**config.mk**
```make
export PLATFORM = sky130hd
export DESIGN_NAME = conv_lut_bitsel_pipe
export DESIGN_NICKNAME = d
export VERILOG_FILES = /design/src/rtl/conv_lut_bitsel_pipe.sv
export SDC_FILE = /design/constraint.sdc
export NUM_CORES = 1
export LEC_CHECK = 0
export CAP_MARGIN = 10
export CORE_MARGIN = 1.5
export CORE_UTILIZATION = 60
export DETAILED_ROUTE_END_ITERATION = 8
export PLACE_DENSITY = 0.84
export SKIP_LAST_GASP = 1
export SLEW_MARGIN = 20
export SYNTH_ARGS = -nofsm -noshare
export SYNTH_HDL_FRONTEND = slang
export SYNTH_SLANG_ARGS = --single-unit
```
**constraint.sdc**
```tcl
create_clock -name clk -period 2.92 [get_ports clk]
set_input_delay 0.73 -clock clk [delete_from_list [all_inputs] [get_ports clk]]
set_output_delay 0.73 -clock clk [all_outputs]
set_load 0.05 [all_outputs]
```
**src/rtl/conv_lut_bitsel_pipe.sv**
```systemverilog
// Per-lane code remap via one shared rewritable LUT (default = window extract, saturating under CONV_LUT_SAT_EN).
// Latency 2 cycles accept->out_valid, full throughput; out_ready low stalls both stages and drops in_ready.
module conv_lut_bitsel_pipe #(
  parameter int IN_W  = 4,
  parameter int OUT_W = 2,
  parameter int SHIFT = 1,
  parameter int CH    = 4
) (
  input  logic                clk,
  input  logic                rst_n,
  input  logic                cfg_we,
  input  logic [IN_W-1:0]     cfg_addr,
  input  logic [OUT_W-1:0]    cfg_data,
  input  logic                cfg_restore,
  output logic                busy,
  input  logic                in_valid,
  output logic                in_ready,
  input  logic [CH*IN_W-1:0]  in_data,
  output logic                out_valid,
  input  logic                out_ready,
  output logic [CH*OUT_W-1:0] out_data
);
  localparam int DEPTH = 2**IN_W;

  typedef enum logic [1:0] {IDLE, DRAIN, RESTORE} state_t;

  state_t              state_q, state_d;
  logic [IN_W-1:0]     rcnt_q, rcnt_d;
  logic [OUT_W-1:0]    lut_q [DEPTH];
  logic                s1_vld_q;
  logic [CH*IN_W-1:0]  s1_dat_q;
  logic                s2_vld_q;
  logic [CH*OUT_W-1:0] s2_dat_q, s2_dat_d;
  logic                adv;
  logic                lut_we;
  logic [IN_W-1:0]     lut_waddr;
  logic [OUT_W-1:0]    lut_wdat;

  function automatic logic [OUT_W-1:0] def_val(input logic [IN_W-1:0] i);
    logic [IN_W-1:0] sh;
    sh = i >> SHIFT;
`ifdef CONV_LUT_SAT_EN
    if ((i >> (SHIFT + OUT_W)) != '0) return '1;
`endif
    return sh[OUT_W-1:0];
  endfunction

  assign adv       = !s2_vld_q || out_ready;
  assign in_ready  = rst_n && adv && (state_q == IDLE);
  assign out_valid = s2_vld_q;
  assign out_data  = s2_dat_q;
  assign busy      = (state_q != IDLE);

  // Lookup reads the registered table, so a same-edge write is seen one cycle later.
  always_comb begin
    s2_dat_d = '0;
    for (int k = 0; k < CH; k++) begin
      s2_dat_d[k*OUT_W +: OUT_W] = lut_q[s1_dat_q[k*IN_W +: IN_W]];
    end
  end

  always_comb begin
    state_d   = state_q;
    rcnt_d    = rcnt_q;
    lut_we    = 1'b0;
    lut_waddr = cfg_addr;
    lut_wdat  = cfg_data;
    unique case (state_q)
      IDLE: begin
        lut_we = cfg_we;
        if (cfg_restore) state_d = DRAIN;
      end
      DRAIN: begin
        if (!s1_vld_q && !s2_vld_q) begin
          state_d = RESTORE;
          rcnt_d  = '0;
        end
      end
      RESTORE: begin
        lut_we    = 1'b1;
        lut_waddr = rcnt_q;
        lut_wdat  = def_val(rcnt_q);
        rcnt_d    = rcnt_q + 1'b1;
        if (rcnt_q == IN_W'(DEPTH - 1)) state_d = IDLE;
      end
      default: state_d = IDLE;
    endcase
  end

  always_ff @(posedge clk or negedge rst_n) begin
    if (!rst_n) begin
      state_q <= IDLE;
      rcnt_q  <= '0;
    end else begin
      state_q <= state_d;
      rcnt_q  <= rcnt_d;
    end
  end

  always_ff @(posedge clk or negedge rst_n) begin
    if (!rst_n) begin
      for (int i = 0; i < DEPTH; i++) lut_q[i] <= def_val(IN_W'(i));
    end else if (lut_we) begin
      lut_q[lut_waddr] <= lut_wdat;
    end
  end

  always_ff @(posedge clk or negedge rst_n) begin
    if (!rst_n) begin
      s1_vld_q <= 1'b0;
      s1_dat_q <= '0;
      s2_vld_q <= 1'b0;
      s2_dat_q <= '0;
    end else if (adv) begin
      s1_vld_q <= in_valid && (state_q == IDLE);
      if (in_valid && (state_q == IDLE)) s1_dat_q <= in_data;
      s2_vld_q <= s1_vld_q;
      if (s1_vld_q) s2_dat_q <= s2_dat_d;
    end
  end

endmodule

```
Word-level counts from Yosys, hierarchy flattened
Cells that the tools add are included.
{"block": "op_classes", "addsub": 1, "magnitude_cmp": 6, "eq_ne": 6, "mux": 24, "bitwise_logic": 5, "reduce_logical": 15}
{"op": "binary-select mux 2 bit (select 4 bit)", "count": 4}
{"op": "bitwise mux 32 bit", "count": 1}
{"op": "2-to-1 mux 2 bit", "count": 13}
{"op": "greater-or-equal comparator 5 bit (second input constant)", "count": 5}
{"op": "inverter 4 -> 5 bit", "count": 5}
{"op": "demux 2 bit (select 4 bit)", "count": 1}
{"op": "2-to-1 mux 4 bit", "count": 2}
{"op": "one-hot mux 4 bit (2 select lines)", "count": 1}
{"op": "!= test 2 bit (second input constant)", "count": 3}
{"op": "one-hot mux 2 bit (3 select lines)", "count": 1}
{"op": "AND reduction 2 bit", "count": 3}
{"op": "logical AND 1 bit", "count": 5}
{"op": "< comparator 5 x 1 -> 1 bit (second input constant)", "count": 1}
{"op": "adder 4 x 1 -> 4 bit (second input constant)", "count": 1}
{"op": "equality test 4 bit (second input constant)", "count": 1}
{"op": "nonzero test 2 bit", "count": 2}
{"op": "AND reduction 3 bit", "count": 1}
{"op": "equality test 2 x 1 -> 1 bit (second input constant)", "count": 1}
{"op": "equality test 2 bit (second input constant)", "count": 1}
{"op": "logical NOT 1 bit", "count": 2}
{"op": "logical NOT 2 bit", "count": 1}
{"op": "one-hot mux 1 bit (2 select lines)", "count": 1}
{"op": "logical OR 1 bit", "count": 1}
{"block": "totals", "reg_bits": 64, "inputBits": 28, "out_inout_bits": 11, "wordCells": 79}

Depth between registers and ports, before layout
Gate-level depths: netlist of run 1.
{"block": "logic_depth", "depth_word": 8, "mapped_depth": 6, "ltp_nobuf": 4}

Least setup slack after synthesis of run 1
Ideal clock, no wire load.
{"block": "synth_timing", "path_type": "input to output", "start": "in out_ready", "end": "out in_ready", "arrival_ns": 1.563, "required_ns": 2.190, "slack_ns": 0.627, "cell_stages": 3, "n_path_buf": 1, "cell_sequence": "nand2b_1 -> clkbuf_1 -> and3_1"}
{"block": "synth_between", "elab_chain_cells": 3}
{"element": "start: declaration", "line": "20", "source": "input logic out_ready,"}
{"element": "logical OR 1 bit", "line": "48", "source": "assign adv = !s2_vld_q || out_ready;"}
{"element": "logical AND 1 bit (2 in a row)", "line": "49", "source": "assign in_ready = rst_n && adv && (state_q == IDLE);"}
{"element": "end: declaration", "line": "17", "source": "output logic in_ready,"}
Every way passes these cells.

Worst setup path in the final report of run 1
{"block": "layout_timing", "start": "reg state_q[1]", "end": "out busy"}
{"block": "layout_between", "elab_chain_cells": 1}
{"element": "start: declaration", "line": "27", "source": "state_t state_q, state_d;"}
{"element": "start signal: assignment", "line": "95", "source": "state_q <= state_d;"}
{"element": "nonzero test 2 bit", "line": "52", "source": "assign busy = (state_q != IDLE);"}
{"element": "end: declaration", "line": "15", "source": "output logic busy,"}
Every way passes these cells.

==> impl_results.md, run 1 <==
- CTS root buffer: clkbuf_8
- Ports: 39
- Vias in the first global route: 3092
- IO buf count: 38
- Adder-cell area share of the yosys netlist: 0.003198
- Ys Warns: 0
- Mux share of post-synthesis cell area: 0.3054
- Initial antenna violation count: 0
- CP Launch Type: flop
- Max Clock Freq: 0.3803 GHz
- CP Class: reg2out
- Hold_buf cts: 0
- Worst path cell trace: nor2_1, inv_1, clkdlybuf4s50_1
- Row count: 29
- Clk_skew: 0.008537 ns
- Filler cells: 469
- Power Internal: approximately 0.0033 W
- CP endpoint kind: output pin
- GPL Wtd Cong: 0.9825
- Post_cts resized: 0
- M1 WL: a little under 4000 um
- Clock Path Buffers: 2
- Final ANT Viol Nets: 0
- Hold Crit Class: reg2reg
- Top sig layer: met4
- Net Sw Frac: 0.4111
- Tcrit/Tclk final: 0.9005
- Max Cap Violations: 0
- Layout area overhead: 15.64%
- Clock power share: 0.151
- WP data arrival: roughly 1.9 ns
- Maximum VDD drop: 749.2 uV
- Drt pass-1 iters: 5
- CTS Buf Count: 9
- Via-per-instance ratio: 6.677
- Synthesized net count: 362
- Rel. slew slack: 0.4736
- First-pass GRT wire length: 15790 um
- WL final: approximately 9400 um
- CTS tree: done
- Min Tclk post-route: 2.629 ns
- Slowest-stage cell, CP: clkdlybuf4s50_1
- Starting DRC count in detailed routing: 248
- RSZ-0062 raised after global routing: no
- #FFs+latches synth: 64
- Yosys cell types: 42
- Worst Path Required: 2.19 ns
- Largest net degree at the start of global routing: 65
- Post-Synthesis Cells: 333
- DR WL met3: 642 um
- Sequential fraction of the synthesis area: 0.4145
- Main combinational cell family by area after synthesis: multiplexers
- Clk Latency, worst-skew pair: 0.34 ns
- Clk slew on worst S/H paths: 0.07 ns
- GRT overflow: 0
- DR vias: 2958
- Seq pwr share: 0.404
- Die Ht: 83.75 um
- Setup TNS Final: 0 ns
- Final Setup Violations: 0
- Final Max Tran Viols: 0
- Xor-xnor portion of the synthesized cell area: 0.002239
- H-tree depth: 3
- Gr usage total: 0.2916
- N_diodes: 0
- Synth Cell Area: between 3000 and 4000 um^2
- Outcome: finished clean
- CP max stage delay: 0.79 ns
- Post-synthesis compound-gate area fraction: 0.09466
- PD cells: 1242 nW/um^2
- Residual DRC: 0
- Post-Synth Simple-Gate Area: 0.1461
- Share of layout cells above drive strength 1: 0.3470
- Leakage: 1.779 nW
- Initial Util: 0.6197
- Post-CTS Setup Inserts: 0
- Core area: 6314 um^2
- WL per Instance: 21.23 um
- Sink Count: 64
- NumNets Final: slightly below 400
- Placed Cells: 427
- Die width: around 84 um
- Crit Path Max Fanout: 13
- Routed wl met2: between 4000 and 5000 um
- DP HPWL: between 6000 and 7000 um
- Final Hold Fails: 0
- Avg Cell Area, Syn: 11.75 um^2
- Gate power share: 0.445
- Psw: 0.002310 W
- Die area: 7014 um^2
- Worst Max-Slew Pin Slew: 0.7880 ns
- Final Non-Filler Cells: ~440
worst paths after layout:
kind | start | to | slack, ns | cells after the start
min in group asynchronous | rst_n | s1_dat_q[2] | 0.58 | 2
min reg2reg | out_data[5] | out_data[5] | 0.49 | 1
max | state_q[1] | busy | 0.29 | 3
max in group asynchronous | rst_n | s1_dat_q[11] | 1.81 | 2
max reg2reg | state_q[1] | lut_q[15] | 0.53 | 4
min | out_data[5] | out_data[5] | 0.49 | 1
layer usage:
metal,track usage,vias up
met1,0.3906,1456
met5,0,-
li1,-,1321
met4,0.1669,0
met2,0.4538,135
met3,0.04550,46
layout by cell type (no fill, tap or decap), drive strengths merged:
master / n
a2111oi: 3
a211o: 8
a211oi: 9
a21oi: 6
a31o: 2
and3: 5
buf: 6
bufinv: 2
clkbuf: 11
clkdlybuf4s50: 36
clkinv: 1
clkinvlp: 2
dfrtp: 48
dfstp: 16
ha: 1
inv: 3
mux2: 70
mux2i: 3
mux4: 16
nand2: 16
nand2b: 12
nand3: 15
nand3b: 4
nand4: 1
nand4bb: 1
nor2: 11
nor2b: 15
nor3: 9
nor4: 8
nor4bb: 1
o2111ai: 1
o21ai: 10
o22ai: 9
o31ai: 2
or3b: 1
or4b: 1
xnor2: 1
synthesized netlist by cell type (all sizes together):
cell type | number | area (um^2)
a2111oi | 3 | 26.28
a211o | 8 | 70.07
a211oi | 9 | 67.56
a21oi | 6 | 45.05
a31o | 2 | 17.52
and3 | 5 | 31.28
buf | 13 | 76.32
clkbuf | 12 | 45.04
dfrtp | 48 | 1201
dfstp | 16 | 420.4
ha | 1 | 12.51
inv | 3 | 11.26
mux2 | 70 | 792.0
mux2i | 3 | 42.54
mux4 | 16 | 360.4
nand2 | 16 | 60.06
nand2b | 12 | 75.07
nand3 | 15 | 95.09
nand3b | 4 | 30.03
nand4 | 1 | 6.260
nand4bb | 1 | 11.26
nor2 | 11 | 41.29
nor2b | 15 | 93.84
nor3 | 9 | 45.04
nor4 | 8 | 50.05
nor4bb | 1 | 10.01
o2111ai | 1 | 8.760
o21ai | 10 | 50.05
o22ai | 9 | 56.30
o31ai | 2 | 28.78
or3b | 1 | 8.760
or4b | 1 | 13.76
xnor2 | 1 | 8.760
critical path, delay by kind of cell, from the launching register on:
kind	cells	cell delay, ns
DFF	1	0.56
buffers and inverters	2	0.86
and+or+nand+nor	1	0.13
logic make-up after synthesis:
kind of cell	count (synthesis)
compound gates	50
mux	89
flops	64
fa+ha+maj	1
simple gates	100
buf+inv	28
xor+xnor	1
power groups by stage:
stage	Clock, W	Sequential, W	Combinational, W
after floorplan	0	0.00188	0.00212
after global routing	0.000903	0.00233	0.00271
final	0.000850	0.00227	0.00250
after CTS	0.000857	0.00223	0.00251
after detailed placement	0	0.00224	0.00248
after global placement	0	0.00220	0.00242
flip-flops by register name, indices dropped and copies added (netlist names):
signal / flops
lut_q: 32
out_data: 8
out_valid: 1
rcnt_q: 4
s1_dat_q: 16
s1_vld_q: 1
state_q: 2
cell type report:
class | instances | area [um^2] | share of cell area
multi-input cells | 241 | 2158 | 0.4770
flip-flops and latches | 64 | 1622 | 0.3584
repair buffers | 42 | 415.4 | 0.09181
clock buffers | 11 | 141.4 | 0.03125
well taps | 77 | 96.34 | 0.02129
clock inverters | 5 | 80.08 | 0.01770
inverters | 3 | 11.26 | 0.002489
through the flow:
step	area [um^2]	setup slack [ns]	hold slack (ns)	util	total power (W)
4_1_cts	4524	0.2832	0.4949	0.7166	0.005591
2_1_floorplan	3913	0.6267	0.4344	-	0.003996
3_5_place_dp	4303	0.2585	0.4799	0.6815	0.004726
6_report	4524	0.2906	0.4919	0.7166	0.005619
5_1_grt	4524	0.1924	0.5149	0.7166	0.005940
3_3_place_gp	4303	0.3099	0.4718	0.6815	0.004621
Note: power is estimated with default switching activity, not from simulation.
==> run 2, diff against run 1 <==
--- a/config.mk
+++ b/config.mk
@@ -6,10 +6,12 @@
 export NUM_CORES = 1
 export LEC_CHECK = 0
 export CAP_MARGIN = 10
+export CELL_PAD_IN_SITES_DETAIL_PLACEMENT = 0
+export CELL_PAD_IN_SITES_GLOBAL_PLACEMENT = 2
 export CORE_MARGIN = 1.5
-export CORE_UTILIZATION = 60
+export CORE_UTILIZATION = 42
 export DETAILED_ROUTE_END_ITERATION = 8
-export PLACE_DENSITY = 0.84
+export PLACE_DENSITY = 0.87
 export SKIP_LAST_GASP = 1
 export SLEW_MARGIN = 20
 export SYNTH_ARGS = -nofsm -noshare
==> impl_results.md, run 2 (same netlist as run 1, synthesis figures left out) <==
- Final ANT Viol Nets: 0 (unchanged)
- Commonest cells after routing, fill and taps aside: 61 x mux2_2, 48 x dfrtp_1, 36 x clkdlybuf4s50_1
- Hold path depth: 1 (unchanged)
- Worst Max-Slew Pin Slew: 0.8188 ns (+0.03078 ns)
- N_diodes: 0 (unchanged)
- DP HPWL: 6959 um (+6.7%)
- Core area: 9153 um^2 (+45%)
- FF-to-FF Start: state_q[1]
- Final Max Tran Viols: 0 (unchanged)
- Clk Latency, worst-skew pair: 0.35 ns (about the same)
- Filler cells: 853 (+82%)
- CP max stage delay: 0.79 ns (about the same)
- Largest Register: lut_q
- Row count: 35 (+21%)
- Max Clock Freq: 0.3747 GHz (-1.5%)
- Worst R2R End: lut_q[14]
- Largest net degree at the start of global routing: 65 (unchanged)
- Min Tclk post-route: 2.669 ns (+0.03915 ns)
- Tcrit/Tclk final: 0.9139 (+0.01341)
- Pwr Total: 0.005715 W (+1.7%)
- Layout area overhead: 17.52%
- WL per Instance: 20.84 um (-1.8%)
- Sink Count: 64 (unchanged)
- Drt pass-1 iters: 4 (-1)
- R2R cell count: 5 (+1)
- Die width: 99.52 um (+19%)
- CTS tree: done
- CTS Buf Count: 9 (unchanged)
- IO buf count: 38 (unchanged)
- Min-delay src: out_data[1]
- Setup TNS Final: 0 ns (unchanged)
- Outcome: finished clean
- Max Cap Violations: 0 (unchanged)
- Most used routing layer: met2
- GRT overflow: 0 (unchanged)
- Maximum VDD drop: 625.5 uV (-17%)
- GPL Wtd Cong: 0.9253 (-5.8%)
- Gr usage total: 0.2205 (-0.07109)
- Rel. slew slack: 0.4541 (-0.01944)
- NumNets Final: 390 (unchanged)
- Die area: 9903 um^2 (+41%)
- Largest register FFs: 32 (unchanged)
- Via-per-instance ratio: 6.021 (-9.8%)
- Hold path endpoint: out_data[1]
- WL final: 9943 um (+5.7%)
- CP Class: reg2out
- Vias in the first global route: 2920 (-5.6%)
- Share of layout cells above drive strength 1: 0.3497 (+0.002732)
- Slowest-stage cell, CP: clkdlybuf4s50_1
- Most common cell after layout, fill and taps aside: mux2_2
- Initial Util: 0.4275 (-0.1922)
- Flop-to-flop setup slack: 0.67 ns (+0.14 ns)
- Residual DRC: 0 (unchanged)
- Clock Path Buffers: 2 (unchanged)
- Die Ht: 99.52 um (+19%)
- Post_cts resized: 0 (unchanged)
- PD cells: 1243 nW/um^2 (about the same)
- Grt met1 use: 0.3093 (-0.08128)
- Leakage: 1.797 nW (+0.99%)
- H-tree depth: 3 (unchanged)
- Initial antenna violation count: 0 (unchanged)
- CP Launch Type: flop
- Hold Crit Class: reg2reg
- Clk_skew: 0.009359 ns (+0.0008214 ns)
- Crit Path Max Fanout: 13 (unchanged)
- Post-CTS Setup Inserts: 0 (unchanged)
- CP endpoint kind: output pin
- Met2 usage: 0.3451 (-0.1087)
- DR vias: 2872 (-2.9%)
- Hold_buf cts: 0 (unchanged)
- Worst path cell trace: nor2_1, inv_1, clkdlybuf4s50_1
- Worst Path Required: 2.19 ns (about the same)
- Starting DRC count in detailed routing: 133 (-46%)
- Ports: 39 (unchanged)
- RSZ-0062 raised after global routing: no
- Clk slew on worst S/H paths: 0.08 ns (about the same)
- WP data arrival: 1.94 ns (+0.04 ns)
- Met3 GRT Util: 0.04427 (-0.001227)
- CTS root buffer: clkbuf_8
- Final Hold Fails: 0 (unchanged)
- First-pass GRT wire length: 16540 um (+4.7%)
- Final Setup Violations: 0 (unchanged)
[run 2: cell count changes in the layout (fill, tap and decap cells not counted), sizes merged]
cell	previous run	this run
bufinv	2	3
clkbuf	11	10
clkinvlp	2	1
inv	3	4
[run 2: layout make-up]
type	instances	area, um^2	area share
flip-flops and latches	64	1622	0.3527
clock buffers	10	137.6	0.02993
well taps	111	138.9	0.03020
inverters	3	11.26	0.002449
clock inverters	6	115.1	0.02503
multi-input cells	241	2158	0.4694
repair buffers	42	415.4	0.09034
[run 2: metal layers]
layer	wire length, um	vias up
met5	0	-
met4	229	0
met3	694	22
met2	4810	90
met1	4209	1440
li1	-	1320
[run 2: power breakdown]
part | switching (W) | leakage (nW) | internal (W)
sequential | 0.000867 | 0.750 | 0.00140
clock | 0.000365 | 0.123 | 0.000595
combinational | 0.00108 | 0.923 | 0.00140
[run 2: how the worst max path moves through the flow]
stage,startpoint,endpoint,cells past startpoint
after global placement,cfg_we,lut_q[20],5
after detailed placement,cfg_we,lut_q[20],5
after global routing,state_q[1],busy,3
after CTS,state_q[1],busy,3
after floorplan,out_ready,in_ready,3
final,state_q[1],busy,3
[run 2: through the flow]
stage | instance area, um^2 | utilization | setup slack [ns] | instances | hold WS [ns]
6_report | 4598 | 0.5024 | 0.2515 | 477 | 0.4926
2_1_floorplan | 3913 | - | 0.6267 | 333 | 0.4344
4_1_cts | 4598 | 0.5024 | 0.2254 | 477 | 0.5002
3_3_place_gp | 4345 | 0.4748 | 0.2941 | 461 | 0.4717
5_1_grt | 4598 | 0.5024 | 0.09853 | 477 | 0.5149
3_5_place_dp | 4345 | 0.4748 | 0.2773 | 461 | 0.4813
[run 2: critical path: cells and delay by family, from the launching register on]
kind                   cells  cell delay (ns)
and+or+nand+nor            1             0.15
buffers and inverters      2             0.87
DFF                        1             0.57
==> run 3, diff against run 2 <==
--- a/config.mk
+++ b/config.mk
@@ -10,8 +10,9 @@
 export CELL_PAD_IN_SITES_GLOBAL_PLACEMENT = 2
 export CORE_MARGIN = 1.5
 export CORE_UTILIZATION = 42
+export CTS_CLUSTER_DIAMETER = 80
 export DETAILED_ROUTE_END_ITERATION = 8
-export PLACE_DENSITY = 0.87
+export PLACE_DENSITY = 0.93
 export SKIP_LAST_GASP = 1
 export SLEW_MARGIN = 20
 export SYNTH_ARGS = -nofsm -noshare
==> impl_results.md, run 3 (same netlist as run 1, synthesis figures left out) <==
- Residual DRC: 0 (unchanged)
- FF-to-FF Start: state_q[1]
- Post_cts resized: 0 (unchanged)
- Leakage: 1.772 nW (-1.4%)
- NumNets Final: 392 (+0.51%)
- N_diodes: 0 (unchanged)
- Largest net degree at the start of global routing: 65 (unchanged)
- DR vias: 2958 (+3.0%)
- GRT overflow: 0 (unchanged)
- IO buf count: 38 (unchanged)
- WL final: 9990 um (+0.47%)
- Post-CTS Setup Inserts: 0 (unchanged)
- CP Launch Type: flop
- Drt pass-1 iters: 5 (+1)
- Min-delay src: out_data[7]
- Crit Path Max Fanout: 6 (-7)
- WL per Instance: 20.90 um (+0.26%)
- H-tree depth: 3 (unchanged)
- Max Clock Freq: 0.4017 GHz (+7.2%)
- Multi-input gate area: 2158 um^2 (unchanged)
- Maximum VDD drop: 639.4 uV (+2.2%)
- CP Class: reg2out
- Via-per-instance ratio: 6.188 (+2.8%)
- Worst Hold Margin: 0.4848 ns (-0.007828 ns)
- Clock Path Buffers: 2 (unchanged)
- R2R cell count: 6 (+1)
- Flop-to-flop setup slack: 0.71 ns (+0.04 ns)
- Worst Max-Slew Pin Slew: 0.8214 ns (+0.002561 ns)
- FF+latch area: 1622 um^2 (unchanged)
- Starting DRC count in detailed routing: 278 (+110%)
- Clk Latency, worst-skew pair: 0.36 ns (about the same)
- PD cells: 1212 nW/um^2 (-2.5%)
- Final Setup Violations: 0 (unchanged)
- Gr usage total: 0.2167 (-0.003821)
- Worst R2R End: lut_q[28]
- Commonest cells after routing, fill and taps aside: 61 x mux2_2, 48 x dfrtp_1, 36 x clkdlybuf4s50_1
- Min Tclk post-route: 2.489 ns (-0.1791 ns)
- Layout area overhead: 15.86%
- Row count: 35 (unchanged)
- Hold path endpoint: out_data[7]
- Die area: 9903 um^2 (unchanged)
- First-pass GRT wire length: 16180 um (-2.2%)
- Hold_buf cts: 0 (unchanged)
- Ports: 39 (unchanged)
- Die width: 99.52 um (unchanged)
- CTS root buffer: clkbuf_8
- Max Cap Violations: 0 (unchanged)
- Clk slew on worst S/H paths: 0.07 ns (about the same)
- DP HPWL: 7060 um (+1.4%)
- CTS tree: done
- Share of layout cells above drive strength 1: 0.3488 (-0.0009529)
- Die Ht: 99.52 um (unchanged)
- Outcome: finished clean
- Final Hold Fails: 0 (unchanged)
- Filler cells: 858 (+0.59%)
- Most common cell after layout, fill and taps aside: mux2_2
- Clk_skew: 0.01045 ns (+0.001091 ns)
- Rel. slew slack: 0.4524 (-0.001707)
- CTS Buf Count: 9 (unchanged)
- Initial antenna violation count: 0 (unchanged)
- Final ANT Viol Nets: 0 (unchanged)
- Largest Register: lut_q
- WP data arrival: 1.76 ns (-0.18 ns)
- Worst Path Required: 2.19 ns (about the same)
- Setup TNS Final: 0 ns (unchanged)
- Tcrit/Tclk final: 0.8525 (-0.06135)
- Largest register FFs: 32 (unchanged)
- Sink Count: 64 (unchanged)
- RSZ-0062 raised after global routing: no
- Initial Util: 0.4275 (unchanged)
- Core area: 9153 um^2 (unchanged)
- Hold Crit Class: reg2reg
- GPL Wtd Cong: 0.9456 (+2.2%)
- Hold path depth: 1 (unchanged)
- Vias in the first global route: 2964 (+1.5%)
- CP endpoint kind: output pin
- Final Max Tran Viols: 0 (unchanged)
run 3: changes by cell type in the layout (fill, tap and decap cells not counted):
cell and change:
bufinv_16 -3, clkbuf_1 +1, buf_4 +2, inv_6 -1
clkinv_4 -1, clkinv_2 +2, clkbuf_8 +1
run 3: worst max-delay path by stage:
stage,startpoint,to,slack [ns]
floorplan,out_ready,in_ready,0.63
global placement,cfg_we,lut_q[13],0.28
detailed placement,cfg_we,lut_q[12],0.26
CTS,state_q[1],busy,0.41
global route,state_q[1],busy,0.33
finish,state_q[1],busy,0.43
run 3: worst max-delay path: stages, from the launching register on:
cell	delay [ns]
dfrtp_1	0.44
nor2_1	0.20
inv_1	0.07
clkdlybuf4s50_1	0.70
run 3: area by class of cell:
class                      count  area share
clock buffer                  12     0.03423
sequential                    64      0.3577
multi-input combinational    241      0.4761
tap                          111     0.03064
inverter                       3    0.002484
timing repair buffer          44     0.09495
clock inverter                 3    0.003864
run 3: power by group:
group | leakage (nW) | switching [W] | total, W | internal, W
clock | 0.0882 | 0.000352 | 0.000699 | 0.000347
combinational | 0.934 | 0.00111 | 0.00253 | 0.00142
sequential | 0.750 | 0.000864 | 0.00226 | 0.00140
run 3: routing by layer:
layer / GRT usage / up-vias / part of all wire
li1: - / 1324 / -
met5: 0 / - / 0
met1: 0.2856 / 1484 / 0.42
met2: 0.3330 / 127 / 0.48
met3: 0.07590 / 23 / 0.082
met4: 0.07692 / 0 / 0.024
run 3: per-stage QoR:
step | utilization | instance area, um^2 | std cells | total power (W) | setup slack [ns]
floorplan | - | 3913 | 333 | 0.003996 | 0.6267
global placement | 0.4764 | 4360 | 463 | 0.004720 | 0.2837
detailed placement | 0.4764 | 4360 | 463 | 0.004774 | 0.2564
CTS | 0.4953 | 4533 | 478 | 0.005486 | 0.4133
global route | 0.4953 | 4533 | 478 | 0.005822 | 0.3323
finish | 0.4953 | 4533 | 478 | 0.005495 | 0.4306
